===== config.mk =====
export PLATFORM = sky130hd
export DESIGN_NAME = i2s_tx_flat
export DESIGN_NICKNAME = d
export VERILOG_FILES = /design/src/rtl/i2s_pkg.sv /design/src/rtl/i2s_tx_if.sv /design/src/rtl/i2s_clkgen.sv /design/src/rtl/i2s_tx.sv /design/src/flat_wrapper.sv
export SDC_FILE = /design/constraint.sdc
export NUM_CORES = 1
export LEC_CHECK = 0
export ABC_CLOCK_PERIOD_IN_PS = 4800
export CORE_UTILIZATION = 45
export DETAILED_ROUTE_END_ITERATION = 7
export GPL_ROUTABILITY_DRIVEN = 0
export PLACE_DENSITY = 0.71
export REMOVE_ABC_BUFFERS = 1
export SLEW_MARGIN = 20
export SYNTH_ARGS = -nofsm -noshare
export SYNTH_HDL_FRONTEND = slang
export SYNTH_SLANG_ARGS = --single-unit

===== constraint.sdc =====
create_clock -name clk -period 4.8 [get_ports clk]
set_clock_uncertainty 0.15 [all_clocks]
set_input_delay 0.48 -clock clk [delete_from_list [all_inputs] [get_ports clk]]
set_output_delay 0.48 -clock clk [all_outputs]
set_load 0.02 [all_outputs]

===== src/rtl/i2s_pkg.sv =====
// Shared I2S definitions: default word size, channel encoding and the stereo frame type.
// Used by the transmitter and the receiver.
package i2s_pkg;

    localparam int I2S_WORD_SIZE = 32;

    localparam logic LRCK_LEFT  = 1'b0;
    localparam logic LRCK_RIGHT = 1'b1;

    typedef struct packed {
        logic [I2S_WORD_SIZE-1:0] left;
        logic [I2S_WORD_SIZE-1:0] right;
    } stereo_frame_t;

    // Bit of a flattened {left, right} frame that is on the wire in slot k:
    // slot 0 carries the previous right LSB, slots 1.. walk down from the left MSB.
    function automatic int frame_bit_idx(input int k, input int word_size);
        return (k == 0) ? 0 : 2 * word_size - k;
    endfunction

endpackage


===== src/rtl/i2s_tx_if.sv =====
// Sample-side handshake of the I2S transmitter: one stereo frame offered with valid/ready.
interface i2s_tx_if
    import i2s_pkg::*;
#(
    parameter int WORD_SIZE = I2S_WORD_SIZE
);

    logic [WORD_SIZE-1:0] l_din;
    logic [WORD_SIZE-1:0] r_din;
    logic                 din_valid;
    logic                 din_ready;

    modport master (output l_din, output r_din, output din_valid, input din_ready);
    modport slave  (input l_din, input r_din, input din_valid, output din_ready);

endinterface


===== src/rtl/i2s_clkgen.sv =====
// Bit-clock generator: divides clk into a 50% duty bck and flags the clk cycle
// in which bck is about to fall or rise.
module i2s_clkgen #(
    parameter int BCK_DIV = 4
) (
    input  logic clk,
    input  logic rst_n,
    output logic bck_o,
    output logic fall_tick_o,
    output logic rise_tick_o
);

    localparam int               CTR_W    = (BCK_DIV > 1) ? $clog2(BCK_DIV) : 1;
    localparam logic [CTR_W-1:0] CTR_LAST = CTR_W'(BCK_DIV - 1);

    logic [CTR_W-1:0] div_ctr_q, div_ctr_d;
    logic             bck_q, bck_d;
    logic             terminal;

    // NOTE: every signal written here gets a value on every path, so no latch is inferred.
    always_comb begin
        terminal  = (div_ctr_q == CTR_LAST);
        div_ctr_d = terminal ? '0 : div_ctr_q + CTR_W'(1);
        bck_d     = terminal ? ~bck_q : bck_q;
    end

    // NOTE: registers use non-blocking assignments so each one samples pre-edge values.
    always_ff @(posedge clk or negedge rst_n) begin
        if (!rst_n) begin
            div_ctr_q <= '0;
            bck_q     <= 1'b0;
        end else begin
            div_ctr_q <= div_ctr_d;
            bck_q     <= bck_d;
        end
    end

    assign bck_o       = bck_q;
    assign fall_tick_o = terminal & bck_q;
    assign rise_tick_o = terminal & ~bck_q;

endmodule


===== src/rtl/i2s_tx.sv =====
// I2S master transmitter (Philips format) with a single-entry frame buffer.
// Build option I2S_TX_HOLD_ON_UNDERRUN_EN: repeat the last frame on underrun instead of sending zeros.
module i2s_tx
    import i2s_pkg::*;
#(
    parameter int WORD_SIZE = I2S_WORD_SIZE,
    parameter int BCK_DIV   = 4
) (
    input  logic    clk,
    input  logic    rst_n,
    i2s_tx_if.slave din_if,
    output logic    bck_o,
    output logic    lrck_o,
    output logic    dout_o,
    output logic    underrun_o
);

    localparam int               FRAME_BITS = 2 * WORD_SIZE;
    localparam int               CNT_W      = $clog2(FRAME_BITS);
    localparam logic [CNT_W-1:0] CNT_LAST   = CNT_W'(FRAME_BITS - 1);

    typedef struct packed {
        logic [WORD_SIZE-1:0] left;
        logic [WORD_SIZE-1:0] right;
    } frame_t;

    logic fall_tick;
    logic rise_tick_unused;

    i2s_clkgen #(.BCK_DIV(BCK_DIV)) u_clkgen (
        .clk         (clk),
        .rst_n       (rst_n),
        .bck_o       (bck_o),
        .fall_tick_o (fall_tick),
        .rise_tick_o (rise_tick_unused)
    );

    logic [CNT_W-1:0]      bit_ctr_q, bit_ctr_d;
    logic                  lrck_q, lrck_d;
    logic                  dout_q, dout_d;
    logic                  din_ready_q, din_ready_d;
    logic                  underrun_q, underrun_d;
    frame_t                active_q, active_d;
    frame_t                pending_q, pending_d;
    logic                  load;
    logic                  accept;
    logic [CNT_W-1:0]      bit_idx;
    logic [FRAME_BITS-1:0] frame_bits;

    always_comb begin
        load        = fall_tick && (bit_ctr_q == '0);
        accept      = din_if.din_valid && din_ready_q;
        bit_ctr_d   = bit_ctr_q;
        lrck_d      = lrck_q;
        dout_d      = dout_q;
        din_ready_d = din_ready_q;
        underrun_d  = 1'b0;
        active_d    = active_q;
        pending_d   = pending_q;
        bit_idx     = '0;
        frame_bits  = '0;

        // din_ready is low whenever pending is full, so accept and load never contend.
        if (accept) begin
            pending_d.left  = din_if.l_din;
            pending_d.right = din_if.r_din;
            din_ready_d     = 1'b0;
        end

        if (fall_tick) begin
            bit_ctr_d = (bit_ctr_q == CNT_LAST) ? '0 : bit_ctr_q + CNT_W'(1);
            if (load) begin
                if (!din_ready_q) begin
                    active_d    = pending_q;
                    din_ready_d = 1'b1;
                end else begin
                    underrun_d = 1'b1;
`ifdef I2S_TX_HOLD_ON_UNDERRUN_EN
                    active_d   = active_q;
`else
                    active_d   = '0;
`endif
                end
            end
            lrck_d     = (bit_ctr_d >= CNT_W'(WORD_SIZE)) ? LRCK_RIGHT : LRCK_LEFT;
            bit_idx    = CNT_W'(frame_bit_idx(int'(bit_ctr_d), WORD_SIZE));
            frame_bits = active_d;
            dout_d     = frame_bits[bit_idx];
        end
    end

    // NOTE: the frame registers are reset too: a reset must discard queued audio, not replay it.
    always_ff @(posedge clk or negedge rst_n) begin
        if (!rst_n) begin
            bit_ctr_q   <= CNT_LAST;
            lrck_q      <= LRCK_RIGHT;
            dout_q      <= 1'b0;
            din_ready_q <= 1'b1;
            underrun_q  <= 1'b0;
            active_q    <= '0;
            pending_q   <= '0;
        end else begin
            bit_ctr_q   <= bit_ctr_d;
            lrck_q      <= lrck_d;
            dout_q      <= dout_d;
            din_ready_q <= din_ready_d;
            underrun_q  <= underrun_d;
            active_q    <= active_d;
            pending_q   <= pending_d;
        end
    end

    assign lrck_o           = lrck_q;
    assign dout_o           = dout_q;
    assign underrun_o       = underrun_q;
    assign din_if.din_ready = din_ready_q;

endmodule


===== src/flat_wrapper.sv =====
// flat-port wrapper written by rule: the top's interface ports become plain ports
module i2s_tx_flat import i2s_pkg::*;
#(
    parameter int WORD_SIZE = I2S_WORD_SIZE,
    parameter int BCK_DIV   = 4
)
  (clk, rst_n, bck_o, lrck_o, dout_o, underrun_o, din_if_l_din, din_if_r_din, din_if_din_valid, din_if_din_ready);
  i2s_tx_if #(.WORD_SIZE(WORD_SIZE)) din_if_i ();
  input  logic clk;
  input  logic rst_n;
  output logic bck_o;
  output logic lrck_o;
  output logic dout_o;
  output logic underrun_o;
  input wire logic [$bits(din_if_i.l_din)-1:0] din_if_l_din;
  input wire logic [$bits(din_if_i.r_din)-1:0] din_if_r_din;
  input wire logic [$bits(din_if_i.din_valid)-1:0] din_if_din_valid;
  output wire logic [$bits(din_if_i.din_ready)-1:0] din_if_din_ready;
  assign din_if_i.l_din = din_if_l_din;
  assign din_if_i.r_din = din_if_r_din;
  assign din_if_i.din_valid = din_if_din_valid;
  assign din_if_din_ready = din_if_i.din_ready;
  i2s_tx #(.WORD_SIZE(WORD_SIZE), .BCK_DIV(BCK_DIV)) u_core (.clk(clk), .rst_n(rst_n), .din_if(din_if_i), .bck_o(bck_o), .lrck_o(lrck_o), .dout_o(dout_o), .underrun_o(underrun_o));
endmodule

==> results.json, run 1 <==
{
  "fin_cells": 829,
  "synthArstFlopShare": 1.00,
  "via_per_inst": 5.54,
  "io_pins": 72,
  "synth_top_cell_area_share": 0.503,
  "antenna_found_initial": 0,
  "rsz0062_at_grt": "no",
  "slowest_stage": "dfstp_2",
  "finalSetupViolations": 0,
  "fin_util": 0.564,
  "cts_setup_buffers": 0,
  "p_switching_mw": 0.839,
  "syn_area_sq_um": 6610,
  "r2r-start": "u_core.bit_ctr_q[0]",
  "cts_buffers": 17,
  "place_inst": 797,
  "fin_crit_ns": 4.02,
  "path_max_fanout": 19,
  "insertion_delay_ns": 0.42,
  "path_cells": "clkinv_1 -> ha_1 -> nand4b_1 -> or2_1 -> buf_4 -> buf_4 -> a21oi_1 -> a32oi_1 -> o221ai_1 -> a221oi_1 -> a2111oi_0 -> o31ai_1",
  "fillers": 1187,
  "num_vias": 4592,
  "htreeDepth": 4,
  "p_clk_frac": 0.368,
  "p_sw_frac": 0.252,
  "yosysTopAreaCell": "dfrtp_1",
  "setup_ws_ns": 0.776,
  "yosys.area_share.simple": 0.158,
  "post-place-ws_ns": 0.854,
  "synth_xor_area_frac": 0.00795,
  "timing.final.crit_share": 0.838,
  "reg2reg_to": "u_core.dout_o",
  "final_hold_viol_count": 0,
  "grt_pass1_wl_um": 23500,
  "die_width_um": 123,
  "synth_mux_area_frac": 0.161,
  "p_int_mw": 2.49,
  "ys_types": 57,
  "fmax_mhz": 249,
  "grt-ovfl-total": 0,
  "synth_cells": 580,
  "pwr_density_cell_nw_per_um2": 419,
  "layout_commonest_cell": "dfrtp_1",
  "drt-total-wl_um": 14100,
  "required_ns": 4.96,
  "core_area_sq_um": 14100,
  "dp_hpwl_um": 9590,
  "hold_path_class": "input port to asynchronous set/reset pin",
  "die_area_sq_um": 15200,
  "cp-start-kind": "register",
  "ctsResizeCount": 0,
  "clkTransAtPathRegs_ns": 0.06,
  "slew_violations": 0,
  "drtIter0Drc": 312,
  "ys_seq_area_frac": 0.535,
  "cts_root_buffer": "clkbuf_16",
  "nets": 706,
  "synthAdderAreaFrac": 0.00568,
  "cts-hold-fix-buffers": 0,
  "power.leakage_nw": 3.59,
  "maxCapViolCount": 0,
  "grt_max_degree": 108,
  "drive_gt1_frac": 0.217,
  "layout.cells.most_common_list": "133 x dfrtp_1, 88 x nand2_1, 78 x mux2_2, 70 x clkdlybuf4s50_1, 38 x nand3b_1",
  "crit_top_cell": "buf_4",
  "crit_type": "register to register",
  "synth_top_family_by_area": "multiplexers",
  "placed_cell_area_sq_um": 7400,
  "first_pass_iters": 5,
  "cp-end-kind": "register",
  "startpoint": "u_core.bit_ctr_q[0]",
  "path_delay_family": "compound AO/OA/AOI/OAI gates",
  "power_frac_seq": 0.490,
  "worst_slew_margin_rel": 0.328,
  "ys.flop_type": "dfrtp_1",
  "antenna_left": 0,
  "clock-sinks": 141,
  "status": "finished, final reports clean",
  "vdd_drop_max_uv": 382,
  "cp_num_buf_inv": 3,
  "num_rows": 43,
  "rr_worst_depth": 12,
  "grt_pass1_vias": 4665,
  "critPathMaxStageDelay_ns": 0.58,
  "setup-tns-final_ns": 0,
  "clockBufferDepth": 2,
  "multiInputGateArea_sq_um": 2820,
  "combPwrFrac": 0.142,
  "io_buffers": 71,
  "antenna_cells": 0,
  "r2r_slack_ns": 0.78,
  "avgSynthCellArea_sq_um": 11.4,
  "synth_edf_count": 0,
  "yosys-top-cells-area": "dfrtp_1 50%, mux2_2 13%, nand2_1 5.1%, nand3b_1 4.3%, dfstp_2 3.2%",
  "synth_compound_gate_area_share": 0.0929,
  "fp.dieH_um": 123,
  "timing.hold.ws_ns": 0.0331,
  "worstMarginPinSlew_ns": 1.01,
  "critPathArrivalTime_ns": 4.19,
  "synth-seq-cells": 141,
  "syn2layout_area_growth_pct": 20.2,
  "yosys_warnings": 0,
  "grt_use_total": 0.204,
  "finalPower_mw": 3.33,
  "drc": 0,
  "seq_area_sq_um": 3540,
  "cts_tree": "yes",
  "start_util": 0.469,
  "wl_per_cell_um": 17.0,
  "final_cell_area_sq_um": 7950
}
==> layout make-up <==
cell class,count,share of cell area
Inverter,11,0.00519
Timing Repair Buffer,79,0.0971
Clock buffer,19,0.0545
Multi-Input combinational cell,386,0.355
Tap cell,180,0.0283
Clock inverter,13,0.0151
Sequential cell,141,0.445
==> worst register-to-register path, cell delays in order (launching register included) <==
cell and delay [ns]:
dfstp_2 0.58, clkinv_1 0.22, ha_1 0.28, nand4b_1 0.45, or2_1 0.58, buf_4 0.34, buf_4 0.21, a21oi_1 0.09
a32oi_1 0.18, o221ai_1 0.14, a221oi_1 0.28, a2111oi_0 0.12, o31ai_1 0.28
==> synthesized netlist by cell type, types with 2 or more instances <==
cell type and instances:
a21o_1 3, a21oi_1 6, a221oi_1 2, a22oi_1 2
a31oi_1 5, and2_1 7, buf_2 9, buf_6 6
clkbuf_1 26, dfrtp_1 133, dfstp_2 8, ha_1 3
inv_1 10, mux2_2 78, mux2i_1 2, mux4_2 7
nand2_1 89, nand2b_1 14, nand3_1 13, nand3b_1 38
nand4b_1 3, nor2_1 13, nor2b_1 12, nor3_1 3
nor3b_1 2, nor4_1 2, o211a_1 5, o211ai_1 6
o21a_1 2, o21ai_0 21, o21ai_1 7, o21ai_2 4
o221a_2 2, o221ai_1 3, o22ai_1 3, o311ai_0 2
o311ai_1 2, o31ai_1 4, xnor2_1 4, xor2_1 2
==> state kept, by name, indices dropped and copies added (netlist names) <==
register / count
u_core.dout_o: 1
u_core.u_clkgen.div_ctr_q: 2
u_core.din_if.din_ready: 1
u_core.lrck_o: 1
u_core.u_clkgen.bck_o: 1
u_core.underrun_o: 1
u_core.active_q: 64
u_core.pending_q: 64
u_core.bit_ctr_q: 6
==> routing by layer <==
| layer | share of wire | wire length, um | vias to the layer above | track usage |
|---|---|---|---|---|
| li1 | - | - | 2158 | - |
| met1 | 0.45 | 6360 | 2267 | 0.269 |
| met2 | 0.49 | 6830 | 147 | 0.334 |
| met3 | 0.051 | 724 | 20 | 0.0494 |
| met4 | 0.012 | 167 | 0 | 0.0550 |
| met5 | 0 | 0 | - | 0 |
==> worst max path at each step <==
stage | slack [ns] | cells past startpoint | end
floorplan | 0.68 | 10 | u_core.dout_o
detailed placement | 0.85 | 12 | u_core.dout_o
global route | 0.50 | 12 | u_core.dout_o
finish | 0.78 | 12 | u_core.dout_o
global placement | 1.0 | 10 | u_core.dout_o
CTS | 0.80 | 12 | u_core.dout_o
==> power groups by stage <==
stage          Clock [mW]  Combinational [mW]  Sequential [mW]
5_1_grt              1.30               0.526             1.67
3_3_place_gp            0               0.460             1.64
3_5_place_dp            0               0.480             1.66
4_1_cts              1.25               0.483             1.64
6_report             1.23               0.473             1.63
2_1_floorplan           0               0.343             1.58
==> cell families after synthesis <==
logic type      count (synthesis)
compound gates                 88
xor+xnor                        6
mux                            88
flops                         141
simple gates                  201
buf+inv                        53
fa+ha+maj                       3
(Power assumes the default switching activity.)
==> run 2, diff against run 1 <==
ABC_CLOCK_PERIOD_IN_PS = 3700   (was 4800)
PLACE_DENSITY = 0.73   (was 0.71)
clock period = 3.7 ns   (was 4.8 ns; I/O delays follow)
==> run 2 against run 1 <==
Utilization is 1.3 points higher. Register-to-register slack worse by 0.41 ns. Maximum frequency is 21% higher. Clock power is 46% higher. Largest power group unchanged. Critical path type unchanged. Non-clock buffer count increased by 12. Cell count is 1.3% higher. First-iteration DRC count down 4.2%. Hold slack better by 0.26 ns. Global-route usage grew 0.63 points. Highest routed layer unchanged. Via count up 2.0%. Die area is the same. Critical path depth is the same.
==> results.json, run 2 (synthesis results as in run 1) <==
{
  "htreeDepth": 4,
  "grt_pass1_wl_um": 24100,
  "antenna_found_initial": 0,
  "antenna_cells": 0,
  "reg.largest.list": "u_core.active_q x64, u_core.pending_q x64, u_core.bit_ctr_q x6",
  "grt_use_total": 0.210,
  "worstMarginPinSlew_ns": 0.734,
  "clockBufferDepth": 2,
  "worst_slew_margin_rel": 0.509,
  "hold_path_depth": 1,
  "slew_violations": 0,
  "grt_pass1_vias": 4814,
  "cp-end-kind": "register",
  "die_width_um": 123,
  "grt-ovfl-total": 0,
  "drive_gt1_frac": 0.230,
  "path_max_fanout": 16,
  "wl_met1_um": 6340,
  "nets": 718,
  "layout_commonest_cell": "dfrtp_1",
  "io_buffers": 71,
  "finalSetupViolations": 0,
  "crit_top_cell": "buf_4",
  "cts_buffers": 17,
  "drtIter0Drc": 299,
  "path_delay_family": "compound AO/OA/AOI/OAI gates",
  "cts_setup_buffers": 0,
  "wl_met3_um": 778,
  "crit_type": "register to register",
  "fp.dieH_um": 123,
  "status": "finished, final reports clean",
  "cp-start-kind": "register",
  "dp_hpwl_um": 9950,
  "timing.hold.ws_ns": 0.290,
  "clkTransAtPathRegs_ns": 0.06,
  "layout.cells.most_common_list": "133 x dfrtp_1, 88 x nand2_1, 78 x mux2_2, 70 x clkdlybuf4s50_1, 38 x nand3b_1",
  "critPathArrivalTime_ns": 3.47,
  "first_pass_iters": 5,
  "rr_worst_depth": 12,
  "met2_length_um": 7130,
  "grt_max_degree": 85,
  "slowest_stage": "dfstp_2",
  "core_area_sq_um": 14100,
  "vdd_drop_max_uv": 338,
  "fin_util": 0.577,
  "fin_crit_ns": 3.33,
  "hold_path_class": "register to register",
  "via_per_inst": 5.58,
  "insertion_delay_ns": 0.42,
  "rsz0062_at_grt": "no",
  "worstHoldStart": "u_core.u_clkgen.div_ctr_q[0]",
  "fmax_mhz": 300,
  "final_hold_viol_count": 0,
  "cp_num_buf_inv": 3,
  "path_cells": "clkinv_1 -> ha_1 -> nand4b_1 -> or2_1 -> buf_4 -> buf_4 -> o21ai_1 -> nand2b_1 -> o2111ai_1 -> o211ai_1 -> a2111oi_0 -> o31ai_1",
  "startpoint": "u_core.bit_ctr_q[0]",
  "timing.final.crit_share": 0.900,
  "syn2layout_area_growth_pct": 23.1,
  "pwr_density_cell_nw_per_um2": 557,
  "start_util": 0.469,
  "die_area_sq_um": 15200,
  "drc": 0,
  "highest_layer": "met4",
  "cts_root_buffer": "clkbuf_16",
  "io_pins": 72,
  "antenna_left": 0,
  "maxCapViolCount": 0,
  "ctsResizeCount": 0,
  "drt-total-wl_um": 14500,
  "critical_path_depth": 12,
  "num_rows": 43,
  "r2r-start": "u_core.bit_ctr_q[0]",
  "required_ns": 3.84,
  "clock-sinks": 141,
  "wl_per_cell_um": 17.3,
  "num_vias": 4683,
  "critPathMaxStageDelay_ns": 0.58,
  "power.leakage_nw": 3.70,
  "cts_tree": "yes"
}
-- run 2: cell types whose count changed in the layout (fill, tap and decap cells not counted), sizes merged --
| cell | before | now |
|---|---|---|
| buf | 9 | 20 |
| bufinv | 1 | 4 |
| clkinv | 8 | 5 |
| inv | 12 | 10 |
| clkbuf | 19 | 20 |
| dlygate4sd3 | 0 | 1 |
-- run 2: worst paths after layout --
check / endpoint / slack (ns)
worst min-delay path: u_core.u_clkgen.div_ctr_q[0] / 0.29
worst max-delay path: u_core.dout_o / 0.37
worst min register to register: u_core.u_clkgen.div_ctr_q[0] / 0.29
max in group asynchronous: u_core.bit_ctr_q[0] / 2.23
min in group asynchronous: u_core.pending_q[42] / 0.33
worst max register to register: u_core.dout_o / 0.37
-- run 2: metal layers --
layer	vias to the layer above	track usage
li1	2190	-
met1	2321	0.272
met2	147	0.337
met3	25	0.0572
met4	0	0.0761
met5	-	0
-- run 2: layout make-up --
cell class | count | area [sq um]
Tap cell | 180 | 225
Inverter | 11 | 41.3
Clock buffer | 20 | 457
Sequential cell | 141 | 3540
Clock inverter | 11 | 166
Fill cell | 1160 | 5960
Timing Repair Buffer | 91 | 890
Multi-Input combinational cell | 386 | 2820
-- run 2: repair_timing --
item	4_1_cts	5_1_grt
endpoints found under the setup margin	0	0
hold endpoints to repair	56	0
hold buffers	1	0
-- run 2: through the flow --
stage	power (mW)	setup slack [ns]	setup TNS, ns	cell area [sq um]	std cells
after floorplan	2.50	-0.424	-0.424	6400	538
after global placement	2.73	0.472	0	7500	808
after detailed placement	2.77	0.371	0	7500	808
after CTS	4.58	0.336	0	8140	840
after global routing	4.75	0.0815	0	8140	840
final	4.53	0.370	0	8140	840
-- run 2: worst register-to-register path: stages, from the launching register on --
cell and delay, ns:
dfstp_2 0.58, clkinv_1 0.22, ha_1 0.27, nand4b_1 0.10
or2_1 0.30, buf_4 0.22, buf_4 0.24, o21ai_1 0.11
nand2b_1 0.14, o2111ai_1 0.13, o211ai_1 0.12, a2111oi_0 0.49
o31ai_1 0.13
-- run 2: report_power, final --
part / internal, mW / switching, mW
Combinational: 0.409 / 0.217
Clock: 1.16 / 0.638
Sequential: 1.90 / 0.210
==> run 3, diff against run 2 <==
GPL_TIMING_DRIVEN = 0   (was default)
==> run 3 against run 2 <==
Clock-buffer cell count is 8 higher. Critical path depth is 3 lower. Utilization is 0.80 points lower. Sequential share of layout area is 0.61 points higher. First-iteration DRC count is 20% lower. Global-route usage is 1.3 points lower. Combinational power is 4.1% lower. Flip-flop and latch count stayed put. Cell area is 1.4% lower. Non-clock buffer count is 12 lower. Sequential power hardly changed. Die area stayed put. Largest power group unchanged. Highest routed layer unchanged.
==> results.json, run 3 (synthesis results as in run 1) <==
{
  "num_rows": 43,
  "worst_slew_margin_rel": 0.324,
  "met2_length_um": 6630,
  "crit_top_cell": "o31ai_1",
  "reg2reg_to": "u_core.dout_o",
  "hold_path_class": "register to register",
  "insertion_delay_ns": 0.42,
  "highest_layer": "met4",
  "drive_gt1_frac": 0.215,
  "cts_buffers": 17,
  "grt_pass1_wl_um": 22700,
  "cp-end-kind": "register",
  "reg.largest.list": "u_core.active_q x64, u_core.pending_q x64, u_core.bit_ctr_q x6",
  "p_sw_frac": 0.230,
  "vdd_drop_max_uv": 322,
  "slowest_stage": "o21ai_2",
  "start_util": 0.469,
  "fin_cells": 828,
  "wl_met3_um": 716,
  "combPwrFrac": 0.143,
  "p_int_mw": 3.25,
  "drtIter0Drc": 240,
  "path_cells": "ha_1 -> nand2_1 -> o21ai_2 -> mux4_2 -> a22oi_1 -> a31oi_1 -> o31ai_1 -> a41o_1 -> o31ai_1",
  "power_frac_seq": 0.501,
  "via_per_inst": 5.53,
  "antenna_left": 0,
  "critPathArrivalTime_ns": 3.65,
  "wl_per_cell_um": 16.5,
  "grt_use_total": 0.196,
  "rr_worst_depth": 9,
  "maxCapViolCount": 0,
  "core_area_sq_um": 14100,
  "cp_num_buf_inv": 0,
  "grt_pass1_vias": 4608,
  "num_vias": 4581,
  "cp-start-kind": "register",
  "path_delay_family": "compound AO/OA/AOI/OAI gates",
  "timing.hold.ws_ns": 0.287,
  "p_clk_frac": 0.357,
  "status": "finished, final reports clean",
  "wl_met1_um": 5980,
  "power.leakage_nw": 3.63,
  "antenna_cells": 0,
  "critPathMaxStageDelay_ns": 0.77,
  "clockBufferDepth": 2,
  "clkTransAtPathRegs_ns": 0.06,
  "fin_util": 0.569,
  "required_ns": 3.84,
  "dp_hpwl_um": 9050,
  "grt-ovfl-total": 0,
  "io_pins": 72,
  "p_switching_mw": 0.969,
  "htreeDepth": 4,
  "cts_root_buffer": "clkbuf_16",
  "syn2layout_area_growth_pct": 21.4,
  "antenna_found_initial": 0,
  "path_max_fanout": 18,
  "worstMarginPinSlew_ns": 1.01,
  "fmax_mhz": 285,
  "fillers": 1207,
  "rsz0062_at_grt": "no",
  "place_inst": 793,
  "drc": 0,
  "clock-sinks": 141,
  "finalSetupViolations": 0,
  "min_to": "u_core.u_clkgen.div_ctr_q[0]",
  "hold_path_depth": 1,
  "nets": 708,
  "pwr_density_cell_nw_per_um2": 525,
  "worstHoldStart": "u_core.u_clkgen.div_ctr_q[0]",
  "final_hold_viol_count": 0,
  "layout_commonest_cell": "dfrtp_1",
  "r2r_slack_ns": 0.19,
  "die_area_sq_um": 15200,
  "die_width_um": 123,
  "crit_type": "register to register",
  "timing.final.crit_share": 0.948,
  "slew_violations": 0,
  "first_pass_iters": 5,
  "grt_max_degree": 84,
  "fp.dieH_um": 123,
  "io_buffers": 71,
  "layout.cells.most_common_list": "133 x dfrtp_1, 88 x nand2_1, 78 x mux2_2, 70 x clkdlybuf4s50_1, 38 x nand3b_1",
  "r2r-start": "u_core.bit_ctr_q[0]",
  "drt-total-wl_um": 13600,
  "cts_tree": "yes",
  "fin_crit_ns": 3.51
}
[run 3: layer usage]
layer	vias to the layer above	track usage
li1	2173	-
met1	2269	0.256
met2	117	0.309
met3	22	0.0470
met4	0	0.0926
met5	-	0
[run 3: worst max-delay path by stage]
stage | end | slack, ns | cells after the start | startpoint
after floorplan | u_core.dout_o | -0.42 | 10 | u_core.bit_ctr_q[0]
after global placement | u_core.pending_q[35] | -3.08 | 1 | rst_n
after detailed placement | u_core.dout_o | -0.38 | 10 | u_core.bit_ctr_q[0]
after CTS | u_core.dout_o | 0.07 | 10 | u_core.bit_ctr_q[0]
after global routing | u_core.dout_o | 0.006 | 9 | u_core.bit_ctr_q[0]
final | u_core.dout_o | 0.19 | 9 | u_core.bit_ctr_q[0]
[run 3: through the flow]
step	power, mW	setup TNS (ns)	setup WS, ns	area [sq um]
finish	4.22	0	0.192	8030
global route	4.44	0	0.00597	8030
CTS	4.27	0	0.0661	8000
detailed placement	2.75	-0.381	-0.381	7450
global placement	2.70	-438.17	-3.08	7330
floorplan	2.50	-0.424	-0.424	6400
[run 3: area by class of cell]
class	count	area, sq um	share of cell area
Inverter	11	45.0	0.00561
Clock inverter	1	5.00	0.000624
Multi-Input combinational cell	388	2840	0.354
Clock buffer	28	517	0.0644
Tap cell	180	225	0.0281
Timing Repair Buffer	79	851	0.106
Sequential cell	141	3540	0.441
[run 3: power groups by stage]
stage                     Sequential (mW)  Clock [mW]  Combinational (mW)
after global placement               2.12           0               0.576
after CTS                            2.11        1.54               0.615
after detailed placement             2.14           0               0.610
final                                2.11        1.50               0.601
after global routing                 2.16        1.62               0.671
after floorplan                      2.05           0               0.445
[run 3: what timing repair did]
action	CTS	global route
setup buffers	2	1
gates resized for setup	1	3
endpoints found under the setup margin	1	1
gates cloned	1	1
pin swaps	1	1
hold endpoints to repair	54	0
hold buffers	1	0
[run 3: worst reg2reg max path, cell delays in order, from the launching register on]
cell	delay [ns]
dfstp_2	0.62
ha_1	0.29
nand2_1	0.16
o21ai_2	0.77
mux4_2	0.60
a22oi_1	0.21
a31oi_1	0.12
o31ai_1	0.26
a41o_1	0.13
o31ai_1	0.06
